**src/rtl/vga_pkg.sv**
```systemverilog
// Shared timing defaults, total-length helper and the sync bundle carried by the delay line.
// Defaults describe 640x480@60 on a 25.175 MHz pixel clock.
package vga_pkg;

   localparam int DEF_H_ACTIVE = 640;
   localparam int DEF_H_FP     = 16;
   localparam int DEF_H_SYNC   = 96;
   localparam int DEF_H_BP     = 48;
   localparam int DEF_V_ACTIVE = 480;
   localparam int DEF_V_FP     = 10;
   localparam int DEF_V_SYNC   = 2;
   localparam int DEF_V_BP     = 33;

   // Same formula serves both axes: visible + front porch + sync + back porch.
   function automatic int calc_total(input int active, input int fp, input int sync, input int bp);
      return active + fp + sync + bp;
   endfunction

   typedef struct packed {
      logic hs;
      logic vs;
      logic act;
   } sync_t;

endpackage

```
**src/rtl/sync_delay.sv**
```systemverilog
// Purpose: DEPTH-stage shift register of sync_t with a programmable idle value.
// Latency: DEPTH enabled clocks from d to q.
// Backpressure: none; en low freezes every stage.
module sync_delay
   import vga_pkg::*;
#(
   parameter int    DEPTH = 1,
   parameter sync_t IDLE  = '0
) (
   input  logic  clk,
   input  logic  rst_n,
   input  logic  en,
   input  sync_t d,
   output sync_t q
);

   sync_t stg [DEPTH];

   always_ff @(posedge clk or negedge rst_n) begin
      if (!rst_n) begin
         for (int i = 0; i < DEPTH; i++) begin
            stg[i] <= IDLE;
         end
      end else if (en) begin
         stg[0] <= d;
         for (int i = 1; i < DEPTH; i++) begin
            stg[i] <= stg[i-1];
         end
      end
   end

   assign q = stg[DEPTH-1];

endmodule

```
**src/rtl/vga_timing_gen.sv**
```systemverilog
// Purpose: parametrised VGA raster counters, sync/active decode and line/frame strobes.
// Latency: counters and strobes undelayed; hsync/vsync/valid lag the counters by PIPE_DLY enabled clocks.
// Backpressure: none; en low holds all state and forces the strobes low.
module vga_timing_gen
   import vga_pkg::*;
#(
   parameter int H_ACTIVE = DEF_H_ACTIVE,
   parameter int H_FP     = DEF_H_FP,
   parameter int H_SYNC   = DEF_H_SYNC,
   parameter int H_BP     = DEF_H_BP,
   parameter int V_ACTIVE = DEF_V_ACTIVE,
   parameter int V_FP     = DEF_V_FP,
   parameter int V_SYNC   = DEF_V_SYNC,
   parameter int V_BP     = DEF_V_BP,
   parameter bit HS_POL   = 1'b0,
   parameter bit VS_POL   = 1'b0,
   parameter int PIPE_DLY = 1,
   parameter int CW       = 10
) (
   input  logic          clk,
   input  logic          reset,
   input  logic          en,
   output logic [CW-1:0] col_count,
   output logic [CW-1:0] row_count,
   output logic          hsync,
   output logic          vsync,
   output logic          valid,
   output logic          line_start,
   output logic          frame_start,
   output logic [7:0]    frame_count
);

   localparam int H_TOTAL = calc_total(H_ACTIVE, H_FP, H_SYNC, H_BP);
   localparam int V_TOTAL = calc_total(V_ACTIVE, V_FP, V_SYNC, V_BP);

   if (PIPE_DLY < 1 || PIPE_DLY > 8) begin : g_chk_dly
      $fatal(1, "vga_timing_gen: PIPE_DLY must be within 1..8");
   end
   if (H_FP == 0 || H_SYNC == 0 || H_BP == 0 || V_FP == 0 || V_SYNC == 0 || V_BP == 0) begin : g_chk_porch
      $fatal(1, "vga_timing_gen: porch and sync widths must be non-zero");
   end
   if (H_TOTAL > (1 << CW) || V_TOTAL > (1 << CW)) begin : g_chk_cw
      $fatal(1, "vga_timing_gen: CW too narrow for H_TOTAL/V_TOTAL");
   end

   // Every threshold below is strictly less than its total, so CW bits always hold it.
   localparam logic [CW-1:0] H_LAST  = CW'(H_TOTAL - 1);
   localparam logic [CW-1:0] V_LAST  = CW'(V_TOTAL - 1);
   localparam logic [CW-1:0] H_ACT_E = CW'(H_ACTIVE);
   localparam logic [CW-1:0] V_ACT_E = CW'(V_ACTIVE);
   localparam logic [CW-1:0] HS_BEG  = CW'(H_ACTIVE + H_FP);
   localparam logic [CW-1:0] HS_END  = CW'(H_ACTIVE + H_FP + H_SYNC);
   localparam logic [CW-1:0] VS_BEG  = CW'(V_ACTIVE + V_FP);
   localparam logic [CW-1:0] VS_END  = CW'(V_ACTIVE + V_FP + V_SYNC);

   localparam sync_t SYNC_IDLE = sync_t'({~HS_POL, ~VS_POL, 1'b0});

   logic  col_wrap;
   logic  row_wrap;
   sync_t raw;
   sync_t dly;

   assign col_wrap = (col_count == H_LAST);
   assign row_wrap = (row_count == V_LAST);

   always_ff @(posedge clk or negedge reset) begin
      if (!reset) begin
         col_count   <= '0;
         row_count   <= '0;
         frame_count <= '0;
      end else if (en) begin
         if (col_wrap) begin
            col_count <= '0;
            if (row_wrap) begin
               row_count   <= '0;
               frame_count <= frame_count + 8'd1;
            end else begin
               row_count <= row_count + 1'b1;
            end
         end else begin
            col_count <= col_count + 1'b1;
         end
      end
   end

   // Sync levels enter the delay line already polarity-adjusted, so the outputs are plain flops.
   always_comb begin
      raw     = SYNC_IDLE;
      raw.act = (col_count < H_ACT_E) && (row_count < V_ACT_E);
      raw.hs  = ((col_count >= HS_BEG) && (col_count < HS_END)) ? HS_POL : ~HS_POL;
      raw.vs  = ((row_count >= VS_BEG) && (row_count < VS_END)) ? VS_POL : ~VS_POL;
   end

   sync_delay #(
      .DEPTH (PIPE_DLY),
      .IDLE  (SYNC_IDLE)
   ) u_sync_delay (
      .clk   (clk),
      .rst_n (reset),
      .en    (en),
      .d     (raw),
      .q     (dly)
   );

   assign hsync = dly.hs;
   assign vsync = dly.vs;
   assign valid = dly.act;

   // Strobes are gated by reset as well so they read low while reset is held.
   assign line_start  = reset && en && (col_count == '0);
   assign frame_start = line_start && (row_count == '0);

endmodule

```
**config.mk**
```make
export PLATFORM = sky130hd
export DESIGN_NAME = vga_timing_gen
export DESIGN_NICKNAME = d
export VERILOG_FILES = /design/src/rtl/vga_pkg.sv /design/src/rtl/sync_delay.sv /design/src/rtl/vga_timing_gen.sv
export SDC_FILE = /design/constraint.sdc
export NUM_CORES = 1
export LEC_CHECK = 0
export BUFFER_PORTS_ARGS = -buffer_cell sky130_fd_sc_hd__buf_2
export CORE_AREA = 2 2 62 64
export CTS_CLUSTER_SIZE = 28
export DETAILED_ROUTE_END_ITERATION = 8
export DIE_AREA = 0 0 64 66
export MAX_ROUTING_LAYER = met4
export PLACE_DENSITY = 0.73
export SLEW_MARGIN = 20
export SYNTH_ARGS = -nofsm -noshare
export SYNTH_HDL_FRONTEND = slang
export SYNTH_HIERARCHICAL = 1
export SYNTH_SLANG_ARGS = --single-unit
```
**constraint.sdc**
```tcl
create_clock -name clk -period 1.45 [get_ports clk]
set_input_delay 0.0725 -clock clk [delete_from_list [all_inputs] [get_ports clk]]
set_output_delay 0.0725 -clock clk [all_outputs]
set_load 0.02 [all_outputs]
```
Yosys cells after proc, flatten, opt, wreduce, memory -nomap -nowiden:

Index checks and enable logic that the tools add are counted.
Widths: inputs -> output; s select.

* register bits: 31
* input port bits: 3
* output and inout bits: 33

* $add $sub $neg: 3
* order comparisons: 6
* eq/ne operators: 2
* multiplexer cells: 4
* reduce and logical (&&, ||, !) cells: 10

Operators with widths (count)
* $add 10x1->10 const B: 2
* $eq 10x10->1 const B: 2
* $logic_not 10->1: 2
* $lt 10x10->1 const B: 2
* $lt 10x9->1 const B: 2
* $mux 10: 2
* $ge 10x10->1 const B: 1
* $ge 10x9->1 const B: 1
* $add 8x1->8 const B: 1
* $logic_and 1x1->1: 6
* $reduce_and 3->1: 1
* $mux 1: 2
* $reduce_and 2->1: 1

Logic depth before layout (Yosys ltp):

Gate-level depths: netlist of the first run.

* depth after elaboration: 3
* mapped depth: 7
* mapped depth without buffers: 6

Hierarchy:

Netlist of the first run, hierarchy kept.

By module, submodules not included
* vga_timing_gen: instances 1, cells each 150, area an instance 1535.2 um^2, seq. area each 700.7 um^2
* sync_delay: instances 1, cells each 6, area an instance 111.4 um^2, seq. area each 77.6 um^2

Worst setup path after synthesis of the first run:

Ideal clock, no wire load.

* path kind: register -> output
* start: reg col_count[0]
* end: out frame_start
* arrival time: 2.092 ns
* path slack: -0.715 ns
* stages on the path, launching flop included: 7
* cell sequence: dfrtp_1 -> inv_1 -> ha_1 -> and4b_1 -> nand4_1 -> nor4_1 -> and4_1

* word-level cells in the longest chain between the ends: 3

RTL lines
* from (decl): RTL line vga_timing_gen.sv:23 `output logic [CW-1:0] col_count,`
* from (signal assigned): RTL line vga_timing_gen.sv:81 `col_count <= col_count + 1'b1;`
* $logic_not 10->1: RTL line vga_timing_gen.sv:110 `assign line_start = reset && en && (col_count == '0);`
* $logic_and 1x1->1: RTL line vga_timing_gen.sv:110
* named net line_start: RTL line vga_timing_gen.sv:28 `output logic line_start,`
* $logic_and 1x1->1: RTL line vga_timing_gen.sv:111 `assign frame_start = line_start && (row_count == '0);`
* to (decl): RTL line vga_timing_gen.sv:29 `output logic frame_start,`

The timed path passes the listed nets, and every way through them passes these cells.

Final worst setup path of the first run:

* start: reg col_count[1]
* end: out frame_start

* word-level cells in the longest chain between the ends: 3

RTL lines (RTL line)
* $logic_not 10->1: vga_timing_gen.sv:110
* $logic_and 1x1->1: vga_timing_gen.sv:110
* $logic_and 1x1->1: vga_timing_gen.sv:111

Every way passes these cells.

==> run_results.csv, run 1 <==
group,metric,value,unit
sta,fmax,0.5085,GHz
clock_network,cts_tree,"built",
sta,period_share,135.6,%
synth,synth_area_per_cell,10.55,µm²
final_layout,design_area,0.002609,mm²
clock_network,clk_latency,0.34,ns
synth,synth_cell_types,35,
placed_design,placed_area,0.002247,mm²
synth,synth-warning-count,6,
global_routing,antenna_found_initial,0,
synth,synth_edf_count,0,
pwr,ir_worst_vdd,1145,µV
sta,tightestPinTransition,0.4039,ns
sta,hold_ws,0.1022,ns
setup_path,cp_cell_sequence,"inv_2 > ha_4 > and4b_1 > nand4_1 > nor4_4 > and4_4 > buf_6",
die,die_width,64,µm
job,drv_cap,0,
final_layout,nets,257,
die,die_height,66,µm
setup_path,crit_path_end_kind,"output port",
synth,ys_seq_area_share,47.26,%
setup_path,slowest_stage,"dfrtp_2",
setup_path,crit_required,1.38,ns
sta,post-route-min-period,1.967,ns
final_layout,finish.utilization,73.47,%
pwr,powerDensity,946.6,mW/mm²
synth,syn_nets,164,
clock_network,clk_pin_slew,0.09,ns
clock_network,cts-root-buf,"clkbuf_4",
drt,dr.pass1.iters,4,
placed_design,port_buffers,35,
sta,slew_headroom,73.07,%
drt,drcViolationCount,0,
global_routing,grt_max_degree,32,
clock_network,h-tree-depth,2,
outcome,outcome,"finished with violations",
global_routing,grt_overflow,0,
synth,synthCells,156,
setup_path,cp_top_family,"simple AND/OR/NAND/NOR gates",
die,ioPinCount,36,
drt,routed_wl,4628,µm
setup_path,startpoint_type,"register",
global_routing,grt_pass1_wl,7431,µm
die,core_region_area,0.003551,mm²
drt,wl_per_cell,15.53,µm
setup_path,cp_num_cells,7,
clock_network,clock_path_buffers,2,
sta,maxSlewViolCount,0,
die,dieArea,0.004224,mm²
sta,finClkSkew,0.01388,ns
pwr,power,2.470,mW
global_routing,grt_pass1_vias,1603,
sta,finalSetupViolations,26,
pwr,p_leak,1.370,nW
synth,synth_flop_cell,"dfrtp_1",
setup_path,crit_fanout,2,
synth,ys_ff_latch,31,
worst_hold_path,min_path_cells,3,
drt,vias,1595,
synth,ys_async_sr_fraction,100.0,%
setup_path,max_stage_delay,0.44,ns
final_layout,diodes,0,
synth,synth_area,0.001647,mm²
die,initial_utilization,46.37,%
drt,antenna_left,0,
die,rows,22,
sta,final_hold_viol_count,0,
final_layout,drive_above_1_share,56.40,%
drt,drtIter0Drc,88,
outcome,violations,"setup timing",
sta,setup_ws,-0.5165,ns
setup_path,crit_type,"reg2out",
placed_design,gp_congestion,0.8654,
setup_path,cp.arrival,1.89,ns
setup_path,worst-path-buf-inv,2,
setup_path,reg2regPathDepth,8,
clock_network,numCtsBuffers,5,
sta,rsz0062_at_grt,"true",
final_layout,syn2layout_area_growth,58.43,%
sta,tns,-6.618,ns
placed_design,hpwlAfterDp,3042,µm
worst_hold_path,hp-class,"in2reg",
drt,vias_per_cell,5.352,
clock_network,numClockSinks,31,
global_routing,grt_usage,23.64,%
==> registers in the layout, indices dropped and copies added, names as in the netlist <==
name,flops
row_count,10
u_sync_delay/q,3
frame_count,8
col_count,10
==> layout by cell type (no fill, tap or decap), types with 3 or more instances in the layout <==
cell type | netlist | routed
buf_2 | 2 | 33
buf_6 | 2 | 8
dfrtp_2 | 0 | 8
nand4_1 | 10 | 10
nor4_4 | 2 | 5
inv_1 | 10 | 8
xor2_1 | 10 | 10
nand3_1 | 10 | 8
o21ai_0 | 9 | 6
nand2_1 | 9 | 9
nor2_1 | 7 | 4
mux2_2 | 4 | 4
o21ai_1 | 0 | 3
ha_1 | 5 | 3
dfrtp_1 | 29 | 21
nor3_4 | 0 | 4
and3_1 | 6 | 5
clkbuf_4 | 0 | 5
buf_4 | 0 | 47
xnor2_1 | 8 | 8
==> report_power, final <==
group          switching [mW]  total [mW]  internal, mW
registers              0.0564       0.998         0.942
clock network           0.307       0.714         0.407
logic                   0.428       0.758         0.330
total                   0.791        2.47          1.68
==> worst paths after layout <==
kind	startpoint	end	slack, ns
max	col_count[1]	frame_start	-0.52
min	en	col_count[0]	0.10
max reg2reg	col_count[1]	frame_count[3]	-0.34
min reg2reg	frame_count[7]	frame_count[7]	0.48
max in group asynchronous	reset	u_sync_delay/q[2]	0.79
min in group asynchronous	reset	row_count[4]	0.33
==> worst min-delay path: stages <==
cell and delay (ns):
buf_2 0.12, buf_4 0.14, mux2i_1 0.07
==> synth_stat cells (2+ instances only) <==
| master | n | area (µm²) |
|---|---|---|
| xor2_1 | 10 | 87.58 |
| xnor2_1 | 8 | 70.07 |
| ha_1 | 5 | 62.56 |
| o21ai_0 | 9 | 45.04 |
| nand3_1 | 10 | 50.05 |
| nor2_1 | 7 | 26.28 |
| dfrtp_1 | 29 | 725.7 |
| mux2_2 | 4 | 45.04 |
| and3_1 | 6 | 37.54 |
| buf_2 | 2 | 10.01 |
| mux2i_1 | 2 | 20.02 |
| nor4_4 | 2 | 42.54 |
| a31oi_1 | 2 | 12.51 |
| a21oi_1 | 3 | 15.01 |
| dfstp_2 | 2 | 52.55 |
| buf_6 | 2 | 22.52 |
| nor3_1 | 5 | 25.02 |
| nand4_1 | 10 | 62.56 |
| nor4_1 | 5 | 31.28 |
| nand2_1 | 9 | 33.78 |
| inv_1 | 10 | 37.54 |
==> final cells by class <==
type	instances	area, µm²
Timing Repair Buffer	91	658.1
Inverter	10	37.54
Tap cell	48	60.06
Fill cell	229	942.2
Clock inverter	2	35.03
Clock buffer	6	51.30
Sequential cell	31	788.3
Multi-Input combinational cell	110	978.4
==> layer usage <==
layer	vias up	track usage (%)	routed length, µm	part of all wire, %
met3	16	5.281	185	4.0
met5	-	-	0	0
met2	45	40.49	2382	51
li1	751	-	-	-
met1	783	27.85	1926	42
met4	0	7.337	133	2.9
==> per-stage QoR <==
| step | std cells | setup slack [ns] |
|---|---|---|
| 2_1_floorplan | 156 | -0.2636 |
| 3_3_place_gp | 277 | -0.2535 |
| 3_5_place_dp | 277 | -0.3259 |
| 4_1_cts | 294 | -0.4807 |
| 5_1_grt | 298 | -0.5853 |
| 6_report | 298 | -0.5165 |
==> logic make-up (layout without fill, tap and decap cells) <==
group / Yosys count / after routing / synth area share, %
AO/OA/AOI/OAI: 17 / 17 / 5.775
XOR/XNOR: 18 / 18 / 9.574
adder cells (fa/ha/maj): 5 / 5 / 3.799
buffers and inverters: 15 / 109 / 4.559
flip-flops: 31 / 31 / 47.26
multiplexers: 6 / 6 / 3.951
AND/OR/NAND/NOR: 64 / 64 / 25.08
==> what timing repair did <==
action	CTS	global route
hold endpoints to repair	29	0
setup endpoints to repair	26	27
pin swaps	16	8
buffers inserted	8	5
hold buffers	1	0
gates resized for setup	26	8
No activity file was read; power rests on OpenSTA's default activity.
==> run 2: changes to the inputs <==
CORE_AREA = 2 2 61 63   (was 2 2 62 64)
CTS_BUF_LIST = sky130_fd_sc_hd__clkbuf_4 sky130_fd_sc_hd__clkbuf_8   (was default)
DIE_AREA = 0 0 63 65   (was 0 0 64 66)
PLACE_DENSITY = 0.75   (was 0.73)
==> run_results.csv, run 2 (synthesis results as in run 1) <==
group,metric,value,unit
outcome,outcome,"finished with violations",
outcome,violations,"setup timing",
die,core_region_area,0.003496,mm²
clock_network,numCtsBuffers,5,
worst_hold_path,min_from,"en",
final_layout,stdcell_count,291,
sta,finClkSkew,0.009675,ns
drt,vias_per_cell,5.588,
sta,tightestPinTransition,0.3917,ns
clock_network,clk_latency,0.34,ns
clock_network,clk_pin_slew,0.10,ns
drt,drcViolationCount,0,
sta,setup_ws,-0.4953,ns
sta,rsz0062_at_grt,"true",
global_routing,antenna_found_initial,0,
clock_network,cts_tree,"built",
final_layout,finish.utilization,73.59,%
setup_path,max_stage_delay,0.42,ns
setup_path,cp_top_family,"simple AND/OR/NAND/NOR gates",
clock_network,clock_path_buffers,2,
die,rows,22,
global_routing,grt_usage,25.59,%
global_routing,grt_overflow,0,
setup_path,cp.arrival,1.87,ns
pwr,power,2.271,mW
clock_network,cts-root-buf,"clkbuf_4",
pwr,p_leak,1.323,nW
setup_path,crit_required,1.38,ns
drt,vias,1626,
die,die_width,63,µm
job,drv_cap,0,
sta,finalSetupViolations,26,
final_layout,multi_input_area,0.001049,mm²
placed_design,port_buffers,35,
setup_path,worst-path-buf-inv,2,
final_layout,regArea,788.3,µm²
setup_path,startpoint_type,"register",
drt,drtIter0Drc,83,
sta,maxSlewViolCount,0,
setup_path,cp_num_cells,7,
placed_design,place_inst,274,
drt,routed_wl,4728,µm
sta,post-route-min-period,1.945,ns
die,dieArea,0.004095,mm²
sta,period_share,134.2,%
pwr,powerDensity,883.0,mW/mm²
placed_design,gp_congestion,0.9141,
drt,antenna_left,0,
global_routing,grt_max_degree,32,
die,ioPinCount,36,
die,initial_utilization,47.10,%
final_layout,drive_above_1_share,59.26,%
sta,slew_headroom,73.64,%
clock_network,h-tree-depth,2,
setup_path,slowest_stage,"dfrtp_2",
worst_hold_path,hp-class,"in2reg",
setup_path,cp_cell_sequence,"inv_2 > ha_4 > and4b_1 > nand4_1 > nor4_4 > and4_4 > buf_6",
sta,final_hold_viol_count,0,
worst_hold_path,min_path_cells,3,
final_layout,reg_top3,"col_count x10, row_count x10, frame_count x8",
setup_path,crit_path_end_kind,"output port",
sta,tns,-6.629,ns
drt,dr.pass1.iters,5,
final_layout,syn2layout_area_growth,56.23,%
setup_path,crit_fanout,2,
final_layout,nets,250,
global_routing,grt_pass1_wl,7838,µm
setup_path,worstSetupStartpoint,"col_count[1]",
die,die_height,65,µm
drt,wl_per_cell,16.25,µm
setup_path,reg2regPathDepth,7,
global_routing,grt_pass1_vias,1651,
final_layout,nFillCells,241,
setup_path,rr_startpoint,"col_count[1]",
final_layout,diodes,0,
placed_design,hpwlAfterDp,3054,µm
final_layout,layout_common_cells,"39 x buf_4, 33 x buf_2, 21 x dfrtp_1",
setup_path,crit_type,"reg2out",
final_layout,final_common_cell,"buf_4",
clock_network,numClockSinks,31,
pwr,ir_worst_vdd,777.9,µV
sta,fmax,0.5141,GHz
-- run 2: cell type report --
| cell class | instances | share of cell area, % |
|---|---|---|
| sequential | 31 | 30.64 |
| clock buffer | 7 | 2.043 |
| inverter | 10 | 1.459 |
| clock inverter | 1 | 0.1946 |
| tap | 48 | 2.335 |
| multi-input combinational | 111 | 40.76 |
| timing repair buffer | 83 | 22.57 |
-- run 2: worst register-to-register path: stages, from the launching register on --
cell and delay (ns):
dfrtp_2 0.38, buf_4 0.13, ha_4 0.12, and4bb_2 0.27
nand4_4 0.22, buf_6 0.23, nor3_4 0.18, xor2_1 0.17
-- run 2: path summary, 6_finish.rpt --
kind / to / slack [ns]
worst max-delay path: frame_start / -0.50
worst min-delay path: col_count[1] / 0.05
worst max register to register: row_count[7] / -0.32
worst min register to register: frame_count[7] / 0.47
max in group asynchronous: u_sync_delay/q[2] / 0.79
min in group asynchronous: row_count[5] / 0.34
-- run 2: power breakdown --
group / internal, mW / switching, mW
logic: 0.317 / 0.433
clock network: 0.226 / 0.304
registers: 0.941 / 0.0491
-- run 2: routing by layer --
layer | global-route usage [%] | up-vias | wire (µm)
met5 | - | - | 0
met4 | 8.889 | 0 | 53
met3 | 6.250 | 7 | 191
met2 | 43.09 | 46 | 2480
met1 | 30.10 | 837 | 2002
li1 | - | 736 | -
-- run 2: what timing repair did --
| action | in CTS | in global routing |
|---|---|---|
| resized for setup | 46 | 8 |
| pin swaps | 24 | 5 |
| hold buffers | 1 | 0 |
| setup endpoints to repair | 26 | 30 |
| hold endpoints to repair | 29 | 0 |
| buffers inserted | 6 | 2 |
| gates cloned | 1 | 0 |
-- run 2: through the flow --
stage / area (µm²) / worst slack [ns] / hold WS [ns]
floorplan: 1727 / -0.2636 / -0.2231
global placement: 2225 / -0.1959 / 0.1437
detailed placement: 2225 / -0.2481 / 0.1443
CTS: 2534 / -0.4758 / 0.04050
global route: 2572 / -0.5915 / 0.04148
finish: 2572 / -0.4953 / 0.04660
==> run 3: changes to the inputs <==
TNS_END_PERCENT = 30   (was default)
==> run_results.csv, run 3 (synthesis results as in run 1) <==
group,metric,value,unit
global_routing,grt_pass1_vias,1496,
final_layout,stdcell_count,284,
job,drv_cap,0,
outcome,outcome,"finished with violations",
clock_network,h-tree-depth,2,
placed_design,hpwlAfterDp,3004,µm
placed_design,place_inst,268,
die,die_width,63,µm
clock_network,clk_pin_slew,0.08,ns
sta,rsz0062_at_grt,"true",
final_layout,diodes,0,
drt,vias,1529,
sta,maxSlewViolCount,0,
drt,vias_per_cell,5.384,
die,dieArea,0.004095,mm²
sta,final_hold_viol_count,0,
global_routing,antenna_found_initial,0,
drt,wl_per_cell,15.28,µm
placed_design,port_buffers,35,
drt,dr.pass1.iters,4,
final_layout,final_common_cell,"buf_4",
drt,antenna_left,0,
global_routing,grt_usage,23.67,%
clock_network,clock_path_buffers,2,
die,initial_utilization,47.10,%
die,core_region_area,0.003496,mm²
setup_path,cp.arrival,1.88,ns
pwr,powerDensity,937.4,mW/mm²
final_layout,reg_top3,"col_count x10, row_count x10, frame_count x8",
sta,fmax,0.5132,GHz
global_routing,grt_overflow,0,
drt,routed_wl,4340,µm
worst_hold_path,hp-class,"in2reg",
outcome,violations,"setup timing",
setup_path,startpoint_type,"register",
die,rows,22,
sta,post-route-min-period,1.948,ns
global_routing,grt_max_degree,32,
clock_network,clk_latency,0.34,ns
clock_network,cts_tree,"built",
drt,drcViolationCount,0,
clock_network,numCtsBuffers,5,
setup_path,crit_type,"reg2out",
sta,tightestPinTransition,0.3902,ns
setup_path,crit_fanout,2,
sta,setup_ws,-0.4985,ns
pwr,ir_worst_vdd,765.9,µV
final_layout,drive_above_1_share,50.42,%
sta,finClkSkew,0.01312,ns
final_layout,syn2layout_area_growth,44.98,%
final_layout,layout_common_cells,"36 x buf_4, 34 x buf_2, 24 x dfrtp_1",
drt,drtIter0Drc,107,
die,ioPinCount,36,
clock_network,numClockSinks,31,
sta,slew_headroom,73.99,%
clock_network,cts-root-buf,"clkbuf_4",
pwr,p_leak,1.246,nW
placed_design,gp_congestion,0.9427,
placed_design,place_ws,-0.3295,ns
die,die_height,65,µm
global_routing,grt_pass1_wl,7127,µm
sta,period_share,134.4,%
sta,finalSetupViolations,26,
setup_path,crit_required,1.38,ns
final_layout,nets,243,
setup_path,crit_path_end_kind,"output port",
[run 3: cell count changes in the layout (fill, tap and decap cells not counted), sizes merged]
cell    previous run  this run
clkinv             1         0
clkbuf             7         8
nand4             11        12
buf               82        75
and4               3         2
[run 3: layout make-up]
| type | instances | area (µm²) |
|---|---|---|
| Timing Repair Buffer | 76 | 506.7 |
| Fill cell | 265 | 1109 |
| Multi-Input combinational cell | 111 | 938.4 |
| Tap cell | 48 | 60.06 |
| Clock buffer | 8 | 60.06 |
| Inverter | 10 | 37.54 |
| Sequential cell | 31 | 784.5 |
[run 3: path summary, 6_finish.rpt]
kind	from	end	slack, ns	cells after the start
setup / recovery	col_count[0]	frame_start	-0.50	7
hold / removal	en	col_count[1]	0.05	3
setup reg to reg	row_count[7]	frame_count[5]	-0.34	4
hold reg to reg	frame_count[7]	frame_count[7]	0.50	1
max in group asynchronous	reset	u_sync_delay/q[1]	0.83	3
min in group asynchronous	reset	col_count[6]	0.29	3
[run 3: layer usage]
layer,global-route usage [%],up-vias,part of all wire [%]
met4,9.444,0,2.1
li1,-,728,-
met2,39.36,30,52
met5,-,-,0
met1,27.78,763,43
met3,5.729,8,2.9
[run 3: worst max-delay path, cell delays in order, from the launching register on]
cell     delay (ns)
dfrtp_2        0.43
inv_2          0.09
ha_4           0.12
and4b_1        0.18
nand4_1        0.12
nor4_4         0.20
and4_4         0.27
buf_6          0.11
[run 3: stage by stage]
step | setup TNS [ns] | utilization, % | hold WS [ns] | power [mW] | cell area, µm²
floorplan | -3.194 | - | -0.2231 | 1.339 | 1690
global placement | -3.408 | 61.31 | 0.1253 | 1.584 | 2143
detailed placement | -4.727 | 61.31 | 0.1387 | 1.612 | 2143
CTS | -4.145 | 67.36 | 0.04888 | 2.236 | 2355
global route | -7.544 | 68.29 | 0.03192 | 2.353 | 2387
finish | -5.677 | 68.29 | 0.05481 | 2.238 | 2387
[run 3: what timing repair did]
action,in CTS,in global routing
gates cloned,1,0
pin swaps,14,2
endpoints found under the setup margin,26,27
setup buffers,6,0
hold buffers,1,0
hold endpoints to repair,29,0
gates resized for setup,20,7
[run 3: power by group]
group / switching (mW) / total [mW] / internal (mW)
combinational: 0.387 / 0.681 / 0.294
sequential: 0.0641 / 1.01 / 0.941
clock: 0.302 / 0.551 / 0.249
